<file path="config.mk">
export PLATFORM = sky130hd
export DESIGN_NAME = booth_radix4_seq_mul
export DESIGN_NICKNAME = d
export VERILOG_FILES = /design/src/rtl/booth_radix4_seq_mul_pkg.sv /design/src/rtl/booth_radix4_seq_mul_enc.sv /design/src/rtl/booth_radix4_seq_mul.sv
export SDC_FILE = /design/constraint.sdc
export NUM_CORES = 1
export LEC_CHECK = 0
export ABC_AREA = 0
export BUFFER_PORTS_ARGS = -buffer_cell sky130_fd_sc_hd__buf_2
export CAP_MARGIN = 20
export CORE_AREA = 2 2 177 92
export CTS_CLUSTER_SIZE = 24
export DETAILED_ROUTE_END_ITERATION = 8
export DIE_AREA = 0 0 179 94
export GPL_ROUTABILITY_DRIVEN = 1
export MAX_ROUTING_LAYER = met4
export PLACE_DENSITY = 0.42
export SETUP_SLACK_MARGIN = 0.02
export SYNTH_ARGS = -nofsm -noshare
export SYNTH_HDL_FRONTEND = slang
export SYNTH_SLANG_ARGS = --single-unit
</file>
<file path="constraint.sdc">
create_clock -name clk -period 12.2 [get_ports clk]
set_input_delay 3.05 -clock clk [delete_from_list [all_inputs] [get_ports clk]]
set_output_delay 3.05 -clock clk [all_outputs]
set_load 0.05 [all_outputs]
</file>
<file path="src/rtl/booth_radix4_seq_mul_pkg.sv">
// Shared definitions for the radix-4 Booth sequential multiplier:
// Booth select codes and FSM state encoding.
package booth_radix4_seq_mul_pkg;

    localparam logic [2:0] BOOTH_m2A = 3'd1;
    localparam logic [2:0] BOOTH_mA  = 3'd2;
    localparam logic [2:0] BOOTH_0   = 3'd3;
    localparam logic [2:0] BOOTH_pA  = 3'd4;
    localparam logic [2:0] BOOTH_p2A = 3'd5;

    typedef enum logic [1:0] {
        ST_IDLE = 2'd0,
        ST_RUN  = 2'd1,
        ST_DONE = 2'd2
    } state_e;

endpackage

</file>
<file path="src/rtl/booth_radix4_seq_mul_enc.sv">
// Radix-4 Booth encoder: maps one overlapping 3-bit multiplier window
// {b[2i+1], b[2i], b[2i-1]} to a partial-product select code.
module booth_radix4_seq_mul_enc
    import booth_radix4_seq_mul_pkg::*;
(
    input  logic [2:0] data,
    output logic [2:0] sel
);

    always_comb begin
        sel = BOOTH_0;
        case (data)
            3'b000:  sel = BOOTH_0;
            3'b001:  sel = BOOTH_pA;
            3'b010:  sel = BOOTH_pA;
            3'b011:  sel = BOOTH_p2A;
            3'b100:  sel = BOOTH_m2A;
            3'b101:  sel = BOOTH_mA;
            3'b110:  sel = BOOTH_mA;
            3'b111:  sel = BOOTH_0;
            default: sel = BOOTH_0;
        endcase
    end

endmodule

</file>
<file path="src/rtl/booth_radix4_seq_mul.sv">
// Sequential signed radix-4 Booth multiplier: one Booth digit retired per
// RUN cycle, start/busy/done handshake, product held until next completion.
module booth_radix4_seq_mul
    import booth_radix4_seq_mul_pkg::*;
#(
    parameter int WIDTH = 8
) (
    input  logic                 clk,
    input  logic                 reset_n,
    input  logic                 start,
    input  logic [WIDTH-1:0]     a,
    input  logic [WIDTH-1:0]     b,
    output logic                 busy,
    output logic                 done,
    output logic [2*WIDTH-1:0]   product
);

    localparam int DIGITS = WIDTH / 2;
    localparam int CNT_W  = $clog2(DIGITS);
    localparam int PW     = WIDTH + 2;
    localparam int AW     = 2 * WIDTH;
    localparam logic [CNT_W-1:0] LAST = CNT_W'(DIGITS - 1);

    state_e             state_q, state_d;
    logic [WIDTH-1:0]   a_q, a_d;
    logic [WIDTH-1:0]   b_q, b_d;
    logic [AW-1:0]      acc_q, acc_d;
    logic [CNT_W-1:0]   cnt_q, cnt_d;
    logic               busy_q, busy_d;
    logic               done_q, done_d;
    logic [AW-1:0]      product_q, product_d;

    logic [WIDTH:0]     b_shr;
    logic [2:0]         digit;
    logic [2:0]         sel;
    logic [PW-1:0]      a_ext;
    logic [PW-1:0]      pp;
    logic [AW-1:0]      pp_ext;
    logic [AW-1:0]      acc_sum;

    // b[-1] = 0 is supplied by the appended zero; digit i sits at bit 2i.
    always_comb begin
        b_shr = {b_q, 1'b0} >> {cnt_q, 1'b0};
        digit = b_shr[2:0];
    end

    booth_radix4_seq_mul_enc u_enc (
        .data (digit),
        .sel  (sel)
    );

    always_comb begin
        a_ext = {{2{a_q[WIDTH-1]}}, a_q};
        pp    = '0;
        case (sel)
            BOOTH_m2A: pp = ~(a_ext << 1) + PW'(1);
            BOOTH_mA:  pp = ~a_ext + PW'(1);
            BOOTH_0:   pp = '0;
            BOOTH_pA:  pp = a_ext;
            BOOTH_p2A: pp = a_ext << 1;
            default:   pp = '0;
        endcase
        pp_ext  = {{(AW-PW){pp[PW-1]}}, pp};
        acc_sum = acc_q + (pp_ext << {cnt_q, 1'b0});
    end

    always_comb begin
        state_d   = state_q;
        a_d       = a_q;
        b_d       = b_q;
        acc_d     = acc_q;
        cnt_d     = cnt_q;
        busy_d    = busy_q;
        done_d    = 1'b0;
        product_d = product_q;
        case (state_q)
            ST_IDLE, ST_DONE: begin
                state_d = ST_IDLE;
                busy_d  = 1'b0;
                if (start) begin
                    state_d = ST_RUN;
                    a_d     = a;
                    b_d     = b;
                    acc_d   = '0;
                    cnt_d   = '0;
                    busy_d  = 1'b1;
                end
            end
            ST_RUN: begin
                acc_d = acc_sum;
                if (cnt_q == LAST) begin
                    state_d   = ST_DONE;
                    product_d = acc_sum;
                    busy_d    = 1'b0;
                    done_d    = 1'b1;
                end else begin
                    cnt_d = cnt_q + 1'b1;
                end
            end
            default: begin
                state_d = ST_IDLE;
                busy_d  = 1'b0;
            end
        endcase
    end

    always_ff @(posedge clk or negedge reset_n) begin
        if (!reset_n) begin
            state_q   <= ST_IDLE;
            a_q       <= '0;
            b_q       <= '0;
            acc_q     <= '0;
            cnt_q     <= '0;
            busy_q    <= 1'b0;
            done_q    <= 1'b0;
            product_q <= '0;
        end else begin
            state_q   <= state_d;
            a_q       <= a_d;
            b_q       <= b_d;
            acc_q     <= acc_d;
            cnt_q     <= cnt_d;
            busy_q    <= busy_d;
            done_q    <= done_d;
            product_q <= product_d;
        end
    end

    assign busy    = busy_q;
    assign done    = done_q;
    assign product = product_q;

endmodule

</file>
==> results of run 1 <==
registers in the layout (all words and copies together), names as in the netlist:
name	cells
acc_q	16
cnt_q	2
done	1
product	16
b_q	8
state_q	2
a_q	8
cells by family (layout without fill, tap and decap cells):
kind of cell | Yosys count | in the layout | synth area share [%]
DFF | 53 | 53 | 35.2
AOI/OAI and AO/OA | 114 | 114 | 20.8
xor gates and xnor gates | 12 | 12 | 3.16
and+or+nand+nor | 201 | 201 | 24.9
buffers and inverters | 32 | 60 | 3.42
muxes | 16 | 16 | 5.32
adders and majority gates | 21 | 21 | 7.18
routing by layer:
metal | wire length, um | part of all wire [%] | global-route usage (%)
met5 | 0 | 0 | -
met1 | 5760 | 53 | 19.5
met2 | 4600 | 42 | 21.8
met3 | 427 | 3.9 | 2.47
met4 | 52 | 0.48 | 2.24
final timing paths:
kind | cells past startpoint | start | to
worst max register to register | 17 | cnt_q[0] | product[10]
max in group asynchronous | 2 | reset_n | cnt_q[0]
worst min register to register | 2 | product[0] | product[0]
worst min-delay path | 2 | product[0] | product[0]
min in group asynchronous | 2 | reset_n | product[5]
worst max-delay path | 17 | cnt_q[0] | product[10]
cells in the mapped netlist (2+ instances only):
| library cell | n | share of area (%) |
|---|---|---|
| nand2_1 | 93 | 9.3 |
| dfrtp_1 | 53 | 35 |
| nor2_1 | 28 | 2.8 |
| o21ai_0 | 27 | 3.6 |
| nand3_1 | 21 | 2.8 |
| a21oi_1 | 20 | 2.7 |
| ha_1 | 20 | 6.6 |
| nor3_1 | 16 | 2.1 |
| clkbuf_1 | 15 | 1.5 |
| mux2i_1 | 11 | 2.9 |
| a21o_1 | 9 | 1.8 |
| o31ai_1 | 9 | 1.8 |
| inv_1 | 8 | 0.80 |
| or3_1 | 7 | 1.2 |
| and3_1 | 6 | 1.0 |
| xor2_1 | 6 | 1.4 |
| a22o_1 | 5 | 1.2 |
| nor3b_1 | 5 | 1.0 |
| xnor2_1 | 5 | 1.2 |
| nand2b_1 | 4 | 0.66 |
| nand3b_1 | 4 | 0.80 |
| nor2b_1 | 4 | 0.66 |
| o21a_1 | 4 | 0.80 |
| buf_1 | 3 | 0.30 |
| clkinv_1 | 3 | 0.30 |
| mux4_2 | 3 | 1.8 |
| o211ai_1 | 3 | 0.60 |
| o22ai_1 | 3 | 0.50 |
| a211oi_1 | 2 | 0.40 |
| a21boi_0 | 2 | 0.40 |
| a221o_1 | 2 | 0.53 |
| a221oi_1 | 2 | 0.47 |
| a31o_2 | 2 | 0.47 |
| and2_1 | 2 | 0.33 |
| mux2_2 | 2 | 0.60 |
| o2111ai_1 | 2 | 0.47 |
| o21ai_1 | 2 | 0.27 |
| o21ai_2 | 2 | 0.47 |
| o32a_1 | 2 | 0.53 |
| or2_2 | 2 | 0.33 |
cell type report:
class | instances | area share, %
Clock buffer | 6 | 2.99
Clock inverter | 2 | 0.899
Inverter | 12 | 1.04
Multi-Input combinational cell | 364 | 53.5
Sequential cell | 53 | 30.7
Tap cell | 204 | 5.92
Timing Repair Buffer | 40 | 4.87
worst register-to-register path: stages (launching register included):
cell      delay (ns)
dfrtp_1         0.88
clkinv_1        0.47
nor2_1          0.25
a21oi_1         0.12
ha_1            0.33
and3b_1         0.23
a222oi_1        0.54
nor2_1          0.21
a221o_1         0.41
o22ai_1         0.23
o22ai_1         0.15
ha_1            0.37
a21o_1          0.20
a21o_1          0.17
a21oi_1         0.33
a21boi_0        0.31
o21a_1          0.27
o31ai_1         0.25
through the flow:
step	setup slack [ns]	utilization (%)
global placement	6.41	27.3
global route	5.91	28.4
CTS	6.33	28.4
floorplan	7.51	-
detailed placement	6.40	27.3
finish	6.36	28.4
==> key figures, run 1 <==
Run status
  • Status: completed

GRT
  • First-pass GRT wire length: 17.8 mm
  • Antenna violations before repair: 0
  • Total gr overflow: 0
  • Pin count of the biggest net entering global routing: 54
  • Tot GR Track Use: 14.1%
  • Vias in the first global route: 3289

Cells and area
  • Highest-count cells in the layout ignoring fill and taps: 93 x nand2_1, 53 x dfrtp_1, 36 x buf_2
  • Ant diodes: 0
  • Multi-input logic area: 0.00231 sq mm
  • Commonest non-fill, non-tap cell in the layout: nand2_1
  • Non-filler cells, final: 681
  • Layout cells sized above 1: 13.0%
  • # fillers: 1646
  • Final layout net count: 516
  • Fin area: 0.00431 sq mm
  • Storage element area: 0.00133 sq mm
  • Synth-to-Final Area Change: 14.6%

Critical path
  • Critical-path cell list: clkinv_1, nor2_1, a21oi_1, ha_1, and3b_1, a222oi_1, nor2_1, a221o_1, o22ai_1, o22ai_1, ha_1, a21o_1, a21o_1, a21oi_1, a21boi_0, o21a_1, o31ai_1
  • CP top delay family: compound AO/OA/AOI/OAI gates
  • Worst stage delay on the critical path: 0.88 ns
  • CP Max Fanout: 22
  • Flop2flop setup slack: 6.36 ns
  • WP buf/inv: 1
  • Critical path startpoint category: register
  • CP arrival: 6.04 ns
  • Req. time, crit path: 12.40 ns
  • CP endpoint kind: register
  • Worst setup path category: reg2reg
  • Slowest cell on crit path: dfrtp_1

Clock tree
  • CTS tree: done
  • Longest Clk Path Bufs: 2
  • # hold bufs at CTS: 0
  • CTS H-tree depth: 2
  • Clk sinks: 53
  • CTS Root Buffer Type: clkbuf_16
  • Worst-Skew Late Latency: 0.30 ns
  • TritonCTS Buffers: 5
  • Setup Buffers After CTS: 0
  • CTS clk-pin slew, worst paths: 0.08 ns
  • Post-CTS resize count: 0

Synthesis
  • Ys async rst share: 100%
  • Synthesized area per cell: 8.38 sq um
  • Number of synthesized flops with an enable pin: 0
  • Seq cells post-synth: 53
  • Synth Flop Type: dfrtp_1
  • Yosys warns: 0
  • Mapped Area: 0.00376 sq mm
  • Syn nets: 489
  • Synth cell types: 70
  • Sequential share of the synthesized area: 35.2%
  • Synth Instances: 449

Route
  • DRC viols: 0
  • Antenna viol nets, final: 0
  • Post-DR vias/cell: 4.94
  • Pre-antenna DRT Iters: 4
  • Total number of vias: 3363
  • Drt wl/cell: 15.9 um
  • Final WL: 10.8 mm
  • Iteration-0 DRC Markers: 136

Floorplanning
  • Die Ht: 94 um
  • Die ar.: 0.0168 sq mm
  • Die width: 179 um
  • Io pins: 37
  • Initial Util: 24.8%
  • # rows: 32
  • Core area: 0.0152 sq mm

Flow run
  • Maxcap violations: 0

Timing
  • Fmax achieved: 0.171 GHz
  • Hold WS: 0.469 ns
  • Rel. slew slack: 28.2%
  • Final Hold Fails: 0
  • Setup violators final: 0
  • Pins Over Slew Limit: 0
  • RSZ-0062 raised after global routing: false
  • Final TNS setup: 0 ns
  • Post-layout minimum cycle time: 5.84 ns
  • Clock Skews: 0.00989 ns
  • Fin crit share: 47.9%
  • Worst-margin pin slew: 1.06 ns

Place
  • Buffers on Ports: 36
  • Hpwl dp: 8.00 mm
  • RePlAce Congestion: 0.844
  • Dpl cell area: 0.00415 sq mm
  • Cells after DPL: 673

Min path
  • HP Class: reg2reg
Power of run 1 is not shown: default switching activity piles up to over one toggle a cycle in this logic, so the estimate is an artifact.
==> run 2: changes to the inputs <==
- PLACE_DENSITY: 0.42 -> 0.43
- clock period: 12.2 -> 5.2 ns (I/O delays scaled with it)
==> key figures, run 2 (synthesis gave the netlist of run 1 again) <==
Clock tree
  • CTS H-tree depth: 2 (unchanged)
  • Clk sinks: 53 (unchanged)
  • CTS Root Buffer Type: clkbuf_16 (unchanged)
  • TritonCTS Buffers: 5 (unchanged)
  • Worst-Skew Late Latency: 0.31 ns (was 0.30 ns)
  • Longest Clk Path Bufs: 2 (unchanged)
  • CTS clk-pin slew, worst paths: 0.07 ns (was 0.08 ns)
  • CTS tree: done (unchanged)
  • # hold bufs at CTS: 0 (unchanged)

Timing
  • RSZ-0062 raised after global routing: false (unchanged)
  • Fin crit share: 92.7% (was 47.9%)
  • Fmax achieved: 0.208 GHz (was 0.171 GHz)
  • Setup violators final: 0 (unchanged)
  • Rel. slew slack: 45.8% (was 28.2%)
  • Final TNS setup: 0 ns (unchanged)
  • Final Hold Fails: 0 (unchanged)
  • Post-layout minimum cycle time: 4.82 ns (was 5.84 ns)
  • Worst-margin pin slew: 0.811 ns (was 1.06 ns)
  • Pins Over Slew Limit: 0 (unchanged)
  • Clock Skews: 0.0153 ns (was 0.00989 ns)

Floorplanning
  • # rows: 32 (unchanged)
  • Die ar.: 0.0168 sq mm (unchanged)
  • Io pins: 37 (unchanged)
  • Core area: 0.0152 sq mm (unchanged)
  • Initial Util: 24.8% (unchanged)
  • Die width: 179 um (unchanged)
  • Die Ht: 94 um (unchanged)

Route
  • Iteration-0 DRC Markers: 205 (was 136)
  • Drt wl/cell: 15.3 um (was 15.9 um)
  • Post-DR vias/cell: 4.84 (was 4.94)
  • Antenna viol nets, final: 0 (unchanged)
  • Pre-antenna DRT Iters: 4 (unchanged)
  • DRC viols: 0 (unchanged)
  • Final WL: 10.6 mm (was 10.8 mm)
  • Total number of vias: 3342 (was 3363)

Place
  • RePlAce Congestion: 0.863 (was 0.844)
  • Hpwl dp: 7.95 mm (was 8.00 mm)
  • Buffers on Ports: 36 (unchanged)

Min path
  • HP Class: reg2reg (unchanged)

GRT
  • Tot GR Track Use: 13.7% (was 14.1%)
  • Pin count of the biggest net entering global routing: 54 (unchanged)
  • First-pass GRT wire length: 17.5 mm (was 17.8 mm)
  • Vias in the first global route: 3212 (was 3289)
  • Antenna violations before repair: 0 (unchanged)
  • Total gr overflow: 0 (unchanged)

Cells and area
  • Highest-count cells in the layout ignoring fill and taps: 93 x nand2_1, 53 x dfrtp_1, 36 x buf_2 (unchanged)
  • Synth-to-Final Area Change: 15.7% (was 14.6%)
  • # fillers: 1630 (was 1646)
  • Ant diodes: 0 (unchanged)
  • Layout cells sized above 1: 14.6% (was 13.0%)
  • Commonest non-fill, non-tap cell in the layout: nand2_1 (unchanged)
  • Final layout net count: 525 (was 516)
  • Storage element area: 0.00133 sq mm (unchanged)
  • Multi-input logic area: 0.00231 sq mm (unchanged)

Critical path
  • Worst stage delay on the critical path: 0.54 ns (was 0.88 ns)
  • CP endpoint kind: register (unchanged)
  • Req. time, crit path: 5.42 ns (was 12.40 ns)
  • Critical path startpoint category: register (unchanged)
  • Worst setup path category: reg2reg (unchanged)
  • Critical-path cell list: mux4_2, inv_1, ha_1, inv_1, o21a_1, nand3b_1, o311ai_0, buf_4, or2_1, mux4_2, ha_1, nand3_1, or2_2, o221a_2, and3_1, mux2i_1, mux2i_1 (was clkinv_1, nor2_1, a21oi_1, ha_1, and3b_1, a222oi_1, nor2_1, a221o_1, o22ai_1, o22ai_1, ha_1, a21o_1, a21o_1, a21oi_1, a21boi_0, o21a_1, o31ai_1)
  • CP arrival: 5.04 ns (was 6.04 ns)
  • CP Max Fanout: 7 (was 22)
  • Slowest cell on crit path: mux4_2 (was dfrtp_1)

Flow run
  • Maxcap violations: 0 (unchanged)

Run status
  • Status: completed (unchanged)
-- run 2: cell count changes in the layout (fill, tap and decap cells not counted), sizes merged --
cell    delta
buf        +9
bufinv     -1
inv        +1
-- run 2: routing by layer --
layer	vias to the layer above	track usage, %	wire length (um)
met3	9	2.43	503
met1	1573	20.3	5690
met5	-	-	0
li1	1703	-	-
met4	0	3.12	106
met2	57	19.2	4280
-- run 2: repair_timing --
item / CTS / global route
gates resized for setup: 0 / 1
buffers inserted: 0 / 2
setup endpoints to repair: 0 / 5
-- run 2: layout make-up --
class | count | area share, %
multi-input cells | 364 | 53.0
flip-flops and latches | 53 | 30.4
repair buffers | 49 | 6.38
well taps | 204 | 5.86
clock buffers | 6 | 2.96
inverters | 12 | 1.03
clock inverters | 2 | 0.316
-- run 2: worst max-delay path: cells and delay by family, from the launching register on --
kind	cells	cell delay (ns)
muxes	4	1.43
and+or+nand+nor	5	0.94
AOI/OAI and AO/OA	3	0.70
adders and majority gates	2	0.69
DFF	1	0.53
buffers and inverters	3	0.46
-- run 2: final timing paths --
| check | slack [ns] | from | to | depth (start not counted) |
|---|---|---|---|---|
| worst min register to register | 0.47 | product[1] | product[1] | 2 |
| worst max register to register | 0.38 | cnt_q[0] | acc_q[15] | 17 |
| max in group asynchronous | 3.58 | reset_n | acc_q[15] | 2 |
| min in group asynchronous | 1.13 | reset_n | product[5] | 2 |
| worst min-delay path | 0.47 | product[1] | product[1] | 2 |
| worst max-delay path | 0.38 | cnt_q[0] | acc_q[15] | 17 |
-- run 2: stage by stage --
stage	setup WS [ns]	util [%]	hold slack, ns	cells	area, sq um
CTS	0.235	28.6	0.479	688	4340
floorplan	0.509	-	0.440	449	3760
global placement	0.412	27.7	0.452	680	4200
global route	0.0836	28.7	0.493	690	4360
detailed placement	0.305	27.7	0.461	680	4200
finish	0.382	28.7	0.472	690	4360
Power of run 2 is left out for the same reason.
